--- config.mk ---
export PLATFORM = sky130hd
export DESIGN_NAME = frame_writer
export DESIGN_NICKNAME = d
export VERILOG_FILES = /design/src/rtl/frame_writer_pkg.sv /design/src/rtl/frame_writer_burst_buffer.sv /design/src/rtl/frame_writer.sv
export SDC_FILE = /design/constraint.sdc
export NUM_CORES = 1
export LEC_CHECK = 0
export BUFFER_PORTS_ARGS = -buffer_cell sky130_fd_sc_hd__buf_4
export CAP_MARGIN = 20
export CORE_MARGIN = 4
export CORE_UTILIZATION = 40
export DETAILED_ROUTE_END_ITERATION = 7
export PLACE_DENSITY = 0.59
export SLEW_MARGIN = 5
export SYNTH_ARGS = -nofsm -noshare
export SYNTH_HDL_FRONTEND = slang
export SYNTH_SLANG_ARGS = --single-unit
--- constraint.sdc ---
create_clock -name MemClk -period 7.9 [get_ports MemClk]
set_input_delay 0.395 -clock MemClk [delete_from_list [all_inputs] [get_ports MemClk]]
set_output_delay 0.395 -clock MemClk [all_outputs]
set_load 0.1 [all_outputs]
--- src/rtl/frame_writer_pkg.sv ---
// Shared definitions for the camera-to-PSRAM frame writer.
//   - fw_state_e       : frame writer control states
//   - QUEUE_W          : width of a camera queue word (marker + RGB565 pixel)
//   - QUEUE_MARKER_BIT : bit flagging the first pixel slot of a new frame
//   - FRAME_*          : frame geometry, also used by camera_control_defs
package frame_writer_pkg;

  localparam int QUEUE_W          = 17;
  localparam int QUEUE_MARKER_BIT = 16;

  localparam int FRAME_PIX_W      = 640;
  localparam int FRAME_PIX_H      = 480;
  // Two RGB565 pixels per 32-bit memory word.
  localparam int FRAME_WORDS_DEF  = FRAME_PIX_W * FRAME_PIX_H / 2;

  typedef enum logic [2:0] {
    S_SYNC,
    S_FILL,
    S_CMD,
    S_DATA,
    S_FLIP
  } fw_state_e;

endpackage

--- src/rtl/frame_writer_burst_buffer.sv ---
// Burst staging buffer: DEPTH x 32 simple dual-port RAM.
//   clk, rst       : clock, async active-high reset (pointers/count only)
//   clr            : drop contents and rewind both pointers
//   wr_en, wr_data : append one word
//   rd_adv         : step the read pointer to the next beat
//   rd_data        : word at the read pointer; zero past the filled words,
//                    which is how a short (flushed) burst gets padded
//   count          : words written since the last clear
//   rd_last        : read pointer sits on the final beat of the burst
module burst_buffer
  import frame_writer_pkg::*;
#(
  parameter int DEPTH = 8,
  parameter int PW    = $clog2(DEPTH),
  parameter int CW    = $clog2(DEPTH + 1)
) (
  input  logic          clk,
  input  logic          rst,
  input  logic          clr,
  input  logic          wr_en,
  input  logic [31:0]   wr_data,
  input  logic          rd_adv,
  output logic [31:0]   rd_data,
  output logic [CW-1:0] count,
  output logic          rd_last
);

  logic [31:0]   mem_q [DEPTH];
  logic [PW-1:0] wr_ptr_q, rd_ptr_q;
  logic [CW-1:0] count_q;

  // Storage carries no reset; only the pointers define what is valid.
  always_ff @(posedge clk) begin
    if (wr_en) mem_q[wr_ptr_q] <= wr_data;
  end

  always_ff @(posedge clk or posedge rst) begin
    if (rst) begin
      wr_ptr_q <= '0;
      rd_ptr_q <= '0;
      count_q  <= '0;
    end else if (clr) begin
      wr_ptr_q <= '0;
      rd_ptr_q <= '0;
      count_q  <= '0;
    end else begin
      if (wr_en) begin
        wr_ptr_q <= wr_ptr_q + PW'(1);
        count_q  <= count_q + CW'(1);
      end
      if (rd_adv) rd_ptr_q <= rd_ptr_q + PW'(1);
    end
  end

  assign rd_data = (CW'(rd_ptr_q) < count_q) ? mem_q[rd_ptr_q] : 32'h0;
  assign count   = count_q;
  assign rd_last = (rd_ptr_q == PW'(DEPTH - 1));

endmodule

--- src/rtl/frame_writer.sv ---
// Memory-domain consumer of the camera pixel queue.
// Packs RGB565 pixel pairs into 32-bit words, stages them in a burst buffer
// and writes fixed-length bursts into a double-buffered frame store.
//   MemClk, RST          : clock, async active-high reset
//   fifo_empty/rd_en/data: queue FIFO read side (data one cycle after rd_en)
//   mem_cmd_*            : write-burst command (valid/ready, start address)
//   mem_wr_*             : write data beats (valid/ready)
//   frame_done/frame_buf : completion pulse and index of the finished buffer
//   overflow_err         : sticky, pixels dropped past the end of a frame
module frame_writer
  import frame_writer_pkg::*;
#(
  parameter int               ADDR_W      = 21,
  parameter int               BURST_WORDS = 8,   // power of two, 2..64
  parameter int               FRAME_WORDS = FRAME_WORDS_DEF,
  parameter logic [ADDR_W-1:0] BUF0_BASE  = '0,
  parameter logic [ADDR_W-1:0] BUF1_BASE  = ADDR_W'(FRAME_WORDS_DEF)
) (
  input  logic               MemClk,
  input  logic               RST,
  input  logic               fifo_empty,
  output logic               fifo_rd_en,
  input  logic [QUEUE_W-1:0] fifo_data,
  output logic               mem_cmd_valid,
  input  logic               mem_cmd_ready,
  output logic [ADDR_W-1:0]  mem_cmd_addr,
  output logic               mem_wr_valid,
  input  logic               mem_wr_ready,
  output logic [31:0]        mem_wr_data,
  output logic               frame_done,
  output logic               frame_buf,
  output logic               overflow_err
);

  localparam int CW = $clog2(BURST_WORDS + 1);
  localparam int RW = CW + 1;

  fw_state_e         state_q, state_d;
  logic              buf_idx_q, frame_buf_q, ovf_err_q;
  logic              rd_pend_q, half_q, flush_q;
  logic [15:0]       lo_q;
  logic [ADDR_W-1:0] addr_q;

  logic [ADDR_W-1:0] base_cur, base_nxt, frame_off;
  logic              q_vld, q_mark, fill_pix, fill_mark;
  logic              in_ovf, pending, room;
  logic [RW-1:0]     room_sum;
  logic              bb_wr_en, bb_clr, bb_last, beat_acc;
  logic [31:0]       bb_wr_data, bb_rd_data;
  logic [CW-1:0]     bb_count;

  // A word read last cycle is on fifo_data now.
  assign q_vld     = rd_pend_q;
  assign q_mark    = fifo_data[QUEUE_MARKER_BIT];
  assign fill_pix  = (state_q == S_FILL) && q_vld && !q_mark;
  assign fill_mark = (state_q == S_FILL) && q_vld &&  q_mark;

  assign base_cur  = buf_idx_q ? BUF1_BASE : BUF0_BASE;
  assign base_nxt  = buf_idx_q ? BUF0_BASE : BUF1_BASE;
  assign frame_off = addr_q - base_cur;
  assign in_ovf    = (frame_off >= ADDR_W'(FRAME_WORDS));
  assign pending   = half_q || (bb_count != '0);

  // Each in-flight read can complete at most one word, so reserve a slot
  // for it; the burst can then never overfill.
  assign room_sum  = {1'b0, bb_count} + RW'(rd_pend_q);
  assign room      = (room_sum < RW'(BURST_WORDS));

  // Second pixel of a pair completes a word; a marker with a half word
  // pending writes that half with a zero upper pixel.
  assign bb_wr_en   = half_q && ((fill_pix && !in_ovf) || fill_mark);
  assign bb_wr_data = {q_mark ? 16'h0 : fifo_data[15:0], lo_q};

  assign beat_acc = (state_q == S_DATA) && mem_wr_ready;
  assign bb_clr   = beat_acc && bb_last;

  burst_buffer #(.DEPTH(BURST_WORDS)) u_bbuf (
    .clk     (MemClk),
    .rst     (RST),
    .clr     (bb_clr),
    .wr_en   (bb_wr_en),
    .wr_data (bb_wr_data),
    .rd_adv  (beat_acc),
    .rd_data (bb_rd_data),
    .count   (bb_count),
    .rd_last (bb_last)
  );

  // State register
  always_ff @(posedge MemClk or posedge RST) begin
    if (RST) state_q <= S_SYNC;
    else     state_q <= state_d;
  end

  // Next state. A full burst is detected on the write itself so the
  // command goes out the very next cycle.
  always_comb begin
    state_d = state_q;
    unique case (state_q)
      S_SYNC: if (q_vld && q_mark) state_d = S_FILL;
      S_FILL: begin
        if (fill_mark)
          state_d = pending ? S_CMD : S_FLIP;
        else if (bb_wr_en && (bb_count == CW'(BURST_WORDS - 1)))
          state_d = S_CMD;
      end
      S_CMD:  if (mem_cmd_ready) state_d = S_DATA;
      S_DATA: if (beat_acc && bb_last) state_d = flush_q ? S_FLIP : S_FILL;
      S_FLIP: state_d = S_FILL;
      default: state_d = S_SYNC;
    endcase
  end

  // Outputs. Reads stop while a marker is on fifo_data so nothing from the
  // next frame is in flight when FILL is left.
  always_comb begin
    fifo_rd_en    = 1'b0;
    mem_cmd_valid = 1'b0;
    mem_cmd_addr  = '0;
    mem_wr_valid  = 1'b0;
    mem_wr_data   = '0;
    frame_done    = 1'b0;
    frame_buf     = frame_buf_q;
    unique case (state_q)
      S_SYNC: fifo_rd_en = !fifo_empty;
      S_FILL: fifo_rd_en = !fifo_empty && room && !(q_vld && q_mark);
      S_CMD: begin
        mem_cmd_valid = 1'b1;
        mem_cmd_addr  = addr_q;
      end
      S_DATA: begin
        mem_wr_valid = 1'b1;
        mem_wr_data  = bb_rd_data;
      end
      S_FLIP: begin
        frame_done = 1'b1;
        frame_buf  = buf_idx_q;
      end
      default: ;
    endcase
    // Keep the read strobe low for the whole reset, not just after it.
    if (RST) fifo_rd_en = 1'b0;
  end

  assign overflow_err = ovf_err_q;

  // Datapath
  always_ff @(posedge MemClk or posedge RST) begin
    if (RST) begin
      rd_pend_q   <= 1'b0;
      half_q      <= 1'b0;
      lo_q        <= '0;
      flush_q     <= 1'b0;
      buf_idx_q   <= 1'b0;
      frame_buf_q <= 1'b0;
      ovf_err_q   <= 1'b0;
      addr_q      <= BUF0_BASE;
    end else begin
      rd_pend_q <= fifo_rd_en;
      unique case (state_q)
        S_SYNC: if (q_vld && q_mark) addr_q <= base_cur;
        S_FILL: begin
          if (fill_mark) begin
            half_q  <= 1'b0;
            flush_q <= pending;
          end else if (fill_pix) begin
            if (in_ovf) begin
              ovf_err_q <= 1'b1;
            end else begin
              half_q <= !half_q;
              if (!half_q) lo_q <= fifo_data[15:0];
            end
          end
        end
        S_DATA: if (beat_acc && bb_last) begin
          addr_q  <= addr_q + ADDR_W'(BURST_WORDS);
          flush_q <= 1'b0;
        end
        // Resetting the address to the new base also restarts the
        // per-frame overflow check.
        S_FLIP: begin
          frame_buf_q <= buf_idx_q;
          buf_idx_q   <= !buf_idx_q;
          addr_q      <= base_nxt;
        end
        default: ;
      endcase
    end
  end

endmodule

==> results.cfg, run 1 <==
[global_route]
grt_pass1_vias = 7417
grt_use_total_pct = 15.5
grt_pass1_wl_um = 43000
grt-ovfl-total = 0
grt_start_max_net_pins = 67
antenna_found_initial = 0

[critical_path]
cp_slowest_stage_delay_ns = 0.52
crit_fanout = 32
critPathRequiredTime_ns = 8.04
critPathLaunchType = flip-flop
startpoint = buf_idx_q$_DFFE_PP0P_
slowest_stage = buf_4
reg2reg_from = buf_idx_q$_DFFE_PP0P_
path_cells = inv_1, ha_1, and4bb_2, or3_1, a21oi_1, xnor2_1, nor4b_4, a21oi_2, nor4bb_4, buf_4
worstSetupPathType = flip-flop to flip-flop
arrival_ns = 4.19
endpoint_kind = flip-flop
r2r_setup_slack_ns = 3.85

[outcome]
status = finished, final reports clean

[power]
power_density_nw_per_um2 = 401
vdd.ir_drop.worst_v = 0.000291
p_leak_uw = 0.00543

[timing]
setup_tns_ns = 0
fin_skew_ns = 0.0216
period_share_pct = 51.2
final-setup-viol-count = 0
final-hold-violation-count = 0
worst_pin_slew_ns = 1.02
fin_crit_ns = 4.05
grt_setup_unrepaired = false
slew_viol_final = 0
fmax_mhz = 247
setup_slack_ns = 3.85
max_slew_margin_pct = 31.9

[cts]
clk_path_buf_depth = 3
cts.clk_slew.worst_paths_ns = 0.06
root_buffer = clkbuf_16
cts-buffers-inserted = 34
cts_resized = 0
htree_levels = 2
clk_latency_ns = 0.52
hold_buffers = 0
cts.sinks = 309
postCtsSetupBuffers = 0
cts_tree = done

[floorplan]
die_x_um = 188
die_h_um = 188
io_pins = 81
rows = 65
die_area_um2 = 35500
initial_core_util_pct = 40.9
core_um2 = 31800

[place]
hpwl_um = 15700
pre_cts_ws_ns = 3.84
placement.io_buffers = 77
place_congestion = 0.770

[drt]
first_pass_iters = 4
drt-total-wl_um = 27200
ant_nets = 0
detail_route.drc_violations = 0
viasPerCell = 5.25
drt_iter0_drc = 513
vias = 6836
wl_per_cell_um = 20.9

[yosys]
syn_inst = 752
ys_ff_latch = 309
synth-async-reset-ratio_pct = 17.2
synth.avg_cell_area_um2 = 17.3
synth-warning-count = 0
ys_seq_area_share_pct = 69.2
synth_cell_type_count = 63
yosysTopAreaCell = edfxtp_1
netlist_area_um2 = 13000
synth_area_leaders = edfxtp_1, mux4_2, dfrtp_1, mux2i_1, nor2_1
synth-edff-count = 256
synth_top_cell_area_share_pct = 59.1
synth-main-ff-cell = edfxtp_1

[layout]
drive_above_1_share_pct = 28.8
final_nets = 876
syn_to_final_growth_pct = 17.8

[hold_path]
hold_class = input pin to flip-flop
worstHoldStart = fifo_data[10]

[run]
max-cap-violations = 0
==> area by class of cell <==
type / instances / area (µm²)
flip-flops and latches: 309 / 9020
inverters: 14 / 52.6
clock buffers: 50 / 982
repair buffers: 91 / 703
clock inverters: 12 / 188
fillers: 2643 / 16500
well taps: 435 / 544
diodes: 1 / 2.50
multi-input cells: 391 / 3840
==> through the flow <==
stage	hold slack [ns]	std cells	cell area, µm²	utilization (%)	power, µW
after floorplan	0.497	754	13000	-	4010
after global placement	0.482	1239	14100	44.4	4550
after detailed placement	0.489	1239	14100	44.4	4560
after CTS	0.0998	1301	15300	48.1	6200
after global routing	0.107	1302	15300	48.2	6430
final	0.122	1303	15300	48.2	6150
==> layer usage <==
metal / share of wire, % / vias up / routed length, µm / global-route usage [%]
li1: - / 3114 / - / -
met1: 42 / 3528 / 11400 / 20.1
met2: 51 / 156 / 13800 / 26.6
met3: 5.2 / 38 / 1420 / 3.43
met4: 1.9 / 0 / 511 / 4.26
met5: 0 / - / 0 / 0
==> worst paths after layout <==
path,to,cells past startpoint
setup reg to reg,u_bbuf.mem_q[5][27]$_DFFE_PP_,10
setup / recovery,u_bbuf.mem_q[5][27]$_DFFE_PP_,10
min in group asynchronous,addr_q[14]$_DFFE_PP0P_,3
max in group asynchronous,u_bbuf.rd_ptr_q[0]$_DFFE_PP0P_,3
hold reg to reg,frame_buf_q$_DFF_PP0_,1
hold / removal,lo_q[10]$_DFFE_PP0P_,2
==> sequential cells by signal, summed over array words and instances, names as in the netlist, 3 cells and up <==
signal and count:
u_bbuf.mem_q 256, addr_q 18, lo_q 16, u_bbuf.count 4, state_q 3, u_bbuf.rd_ptr_q 3, u_bbuf.wr_ptr_q 3
==> worst max-delay path, delay by kind of cell (launching register included) <==
family	cells	cell delay [ns]
AOI/OAI and AO/OA	2	0.53
xor gates and xnor gates	1	0.21
adders and majority gates	1	0.44
buffers and inverters	2	0.65
DFF	1	0.42
and+or+nand+nor	4	1.43
==> layout by cell type, fill, tap and decap left out, types with 3 or more instances in the layout <==
cell type | Yosys | routed
edfxtp_1 | 256 | 256
buf_4 | 4 | 90
mux4_2 | 64 | 64
nor2_1 | 53 | 53
dfrtp_1 | 53 | 50
mux2i_1 | 36 | 36
clkbuf_16 | 0 | 35
nand2_1 | 22 | 22
and2_1 | 20 | 20
nor2b_1 | 19 | 19
a21oi_1 | 16 | 16
inv_1 | 14 | 13
nor3_1 | 14 | 13
nand3_1 | 12 | 12
ha_1 | 12 | 12
o21ai_0 | 11 | 11
mux2_4 | 10 | 10
xnor2_1 | 10 | 10
clkbuf_1 | 21 | 10
mux2_2 | 9 | 9
nand2b_1 | 6 | 6
nand4_1 | 5 | 5
xor2_1 | 5 | 5
or3_1 | 5 | 5
and3_1 | 5 | 5
clkbuf_8 | 0 | 5
o31ai_1 | 4 | 4
o22a_1 | 4 | 4
bufinv_16 | 0 | 4
nor4b_2 | 0 | 3
conb_1 | 1 | 3
clkinv_2 | 0 | 3
==> synthesized netlist by cell type (2+ instances only) <==
cell type	count
mux4_2	64
o31ai_1	4
nand3_1	12
buf_4	4
inv_1	14
xnor2_1	10
xor2_1	5
ha_1	12
nor4bb_1	4
edfxtp_1	256
a21o_1	2
nand2_1	22
nor3_1	14
nor4b_1	4
nor4_1	2
and2_1	20
and3_1	5
nor3b_1	2
mux2_2	9
a21oi_2	2
nor2b_1	19
mux2_4	10
nand4_1	5
buf_1	12
or4_1	2
a31oi_1	2
clkbuf_1	21
mux2i_1	36
a21oi_1	16
buf_6	2
nor2_1	53
o21ai_0	11
a22o_1	2
or3_1	5
dfrtp_1	53
nand2b_1	6
o22a_1	4
==> cell families (layout without fill, tap and decap cells) <==
kind of cell	count (synthesis)	in the layout	share of synthesized area [%]
xor gates and xnor gates	16	16	1.13
other	1	4	0.0288
and+or+nand+nor	181	181	7.51
adders and majority gates	13	13	1.31
buffers and inverters	54	167	1.91
AOI/OAI and AO/OA	59	59	3.10
muxes	119	119	15.8
DFF	309	309	69.2
==> power breakdown <==
part	total (µW)	leakage [µW]	internal, µW	switching [µW]
combinational	2540	0.00184	749	1790
sequential	1980	0.00302	1840	136
clock	1630	0.000567	1000	626
total	6150	0.00543	3590	2550
Power figures use the tool's default switching activity.
==> run 2, diff against run 1 <==
- PLACE_DENSITY: 0.59 -> 0.62
- clock period: 7.9 -> 3.3 ns (I/O delays scaled with it)
==> results.cfg, run 2 (synthesis results as in run 1) <==
[layout]
fillCellCount = 2592
drive_above_1_share_pct = 31.9
syn_to_final_growth_pct = 22.6
diodes = 0
largest_reg_flops = 256
layout_common_cells = edfxtp_1, buf_4, mux4_2, nor2_1, dfrtp_1
final_nets = 930
regMostFlops = u_bbuf.mem_q
final_common_cell = edfxtp_1
fin_area_um2 = 16000
reg.largest.list = u_bbuf.mem_q (256), addr_q (18), lo_q (16)

[drt]
drt-total-wl_um = 29500
detail_route.drc_violations = 0
ant_nets = 0
viasPerCell = 5.31
vias = 7197
wl_per_cell_um = 21.7
drt_iter0_drc = 510
first_pass_iters = 5

[cts]
root_buffer = clkbuf_16
cts.sinks = 309
cts_tree = done
cts.clk_slew.worst_paths_ns = 0.06
htree_levels = 2
clk_path_buf_depth = 3
clk_latency_ns = 0.52
cts-buffers-inserted = 34

[hold_path]
hold_class = input pin to flip-flop

[floorplan]
die_x_um = 188
rows = 65
die_area_um2 = 35500
io_pins = 81
die_h_um = 188
initial_core_util_pct = 40.9
core_um2 = 31800

[place]
placement.io_buffers = 77
hpwl_um = 18100
pre_cts_ws_ns = -0.0193
place_congestion = 0.796
dpl_cell_area_um2 = 14500

[critical_path]
rr_endpoint = u_bbuf.mem_q[3][23]$_DFFE_PP_
r2r_setup_slack_ns = 0.02
critPathRequiredTime_ns = 3.53
critPathLaunchType = flip-flop
crit_fanout = 12
worstSetupPathType = flip-flop to flip-flop
rr_worst_depth = 12
arrival_ns = 3.51
endpoint = u_bbuf.mem_q[3][23]$_DFFE_PP_
startpoint = buf_idx_q$_DFFE_PP0P_
endpoint_kind = flip-flop
reg2reg_from = buf_idx_q$_DFFE_PP0P_

[run]
max-cap-violations = 0

[outcome]
status = finished, final reports clean

[timing]
grt_setup_unrepaired = true
final-hold-violation-count = 0
max_slew_margin_pct = 34.2
fmax_mhz = 305
fin_skew_ns = 0.0194
period_share_pct = 99.4
setup_tns_ns = 0
fin_crit_ns = 3.28
setup_slack_ns = 0.0198
worst_pin_slew_ns = 0.987
hold_slack_ns = 0.0439
slew_viol_final = 0
final-setup-viol-count = 0

[power]
switching_share_pct = 42.5
vdd.ir_drop.worst_v = 0.000676
p_int_uw = 8410
power_density_nw_per_um2 = 916
p_leak_uw = 0.00570
p_seq_share_pct = 31.7
p_comb_share_pct = 44.0
switchingPower_uw = 6220
clkPwrFrac_pct = 24.3

[global_route]
grt_start_max_net_pins = 68
antenna_found_initial = 0
grt-ovfl-total = 0
grt_use_total_pct = 16.3
grt_pass1_vias = 7375
grt_pass1_wl_um = 45100
run 2: cell types whose count changed in the layout (fill, tap and decap cells not counted), moves of 2 or more:
cell and delta:
clkinvlp_4 +2, clkbuf_8 -2, a21oi_4 +2, nor4b_2 -3
buf_4 +20, clkinv_2 +2, buf_12 +8, dlygate4sd3_1 +18
nor4b_4 +3, clkbuf_16 +2, buf_6 +5, bufinv_16 -4
run 2: worst min path at each step:
stage / slack, ns / startpoint / end / cells past startpoint
floorplan: 0.31 / fifo_data[0] / lo_q[0]$_DFFE_PP0P_ / 1
global placement: 0.39 / RST / addr_q[7]$_DFFE_PP0P_ / 2
detailed placement: 0.38 / RST / addr_q[4]$_DFFE_PP0P_ / 2
CTS: 0.02 / mem_cmd_ready / state_q[0]$_DFFE_PP0P_ / 4
global route: 0.06 / mem_cmd_ready / state_q[0]$_DFFE_PP0P_ / 4
finish: 0.04 / mem_cmd_ready / state_q[0]$_DFFE_PP0P_ / 4
run 2: area by class of cell:
type | count | area [µm²] | area share, %
clock buffer | 49 | 958 | 6.01
clock inverter | 13 | 96.3 | 0.604
inverter | 14 | 55.1 | 0.345
multi-input combinational | 391 | 3950 | 24.8
sequential | 309 | 9020 | 56.5
tap | 435 | 544 | 3.41
timing repair buffer | 145 | 1330 | 8.35
run 2: metrics by stage:
stage	power, µW	std cells	utilization (%)
2_1_floorplan	9630	754	-
3_3_place_gp	11100	1259	45.5
3_5_place_dp	11100	1259	45.5
4_1_cts	14700	1348	49.8
5_1_grt	15200	1356	50.2
6_report	14600	1356	50.2
run 2: layer usage:
layer,global-route usage [%],vias to the layer above,share of wire (%)
met3,2.78,38,5.7
li1,-,3227,-
met1,22.3,3701,42
met5,0,-,0
met4,3.81,0,1.6
met2,27.7,231,51
run 2: power by group through the flow:
stage / Clock [µW] / Combinational, µW / Sequential (µW)
global placement: 0 / 6380 / 4720
finish: 3550 / 6440 / 4640
CTS: 3610 / 6460 / 4640
floorplan: 0 / 5010 / 4620
global route: 3770 / 6790 / 4680
detailed placement: 0 / 6410 / 4720
run 2: worst max-delay path, cell delays in order (launching register included):
cell	delay (ns)
dfrtp_2	0.43
inv_4	0.06
ha_4	0.16
or3_4	0.36
or3_4	0.43
a21oi_4	0.17
xnor2_2	0.13
nor4b_4	0.30
a21oi_4	0.14
buf_4	0.18
nor4bb_4	0.27
buf_6	0.18
clkbuf_16	0.18
run 2: repair_timing:
action,CTS,global route
gates cloned,2,2
resized for setup,5,9
pin swaps,3,8
endpoints found under the setup margin,32,175
hold buffers,18,0
hold endpoints to repair,52,0
setup buffers,7,6
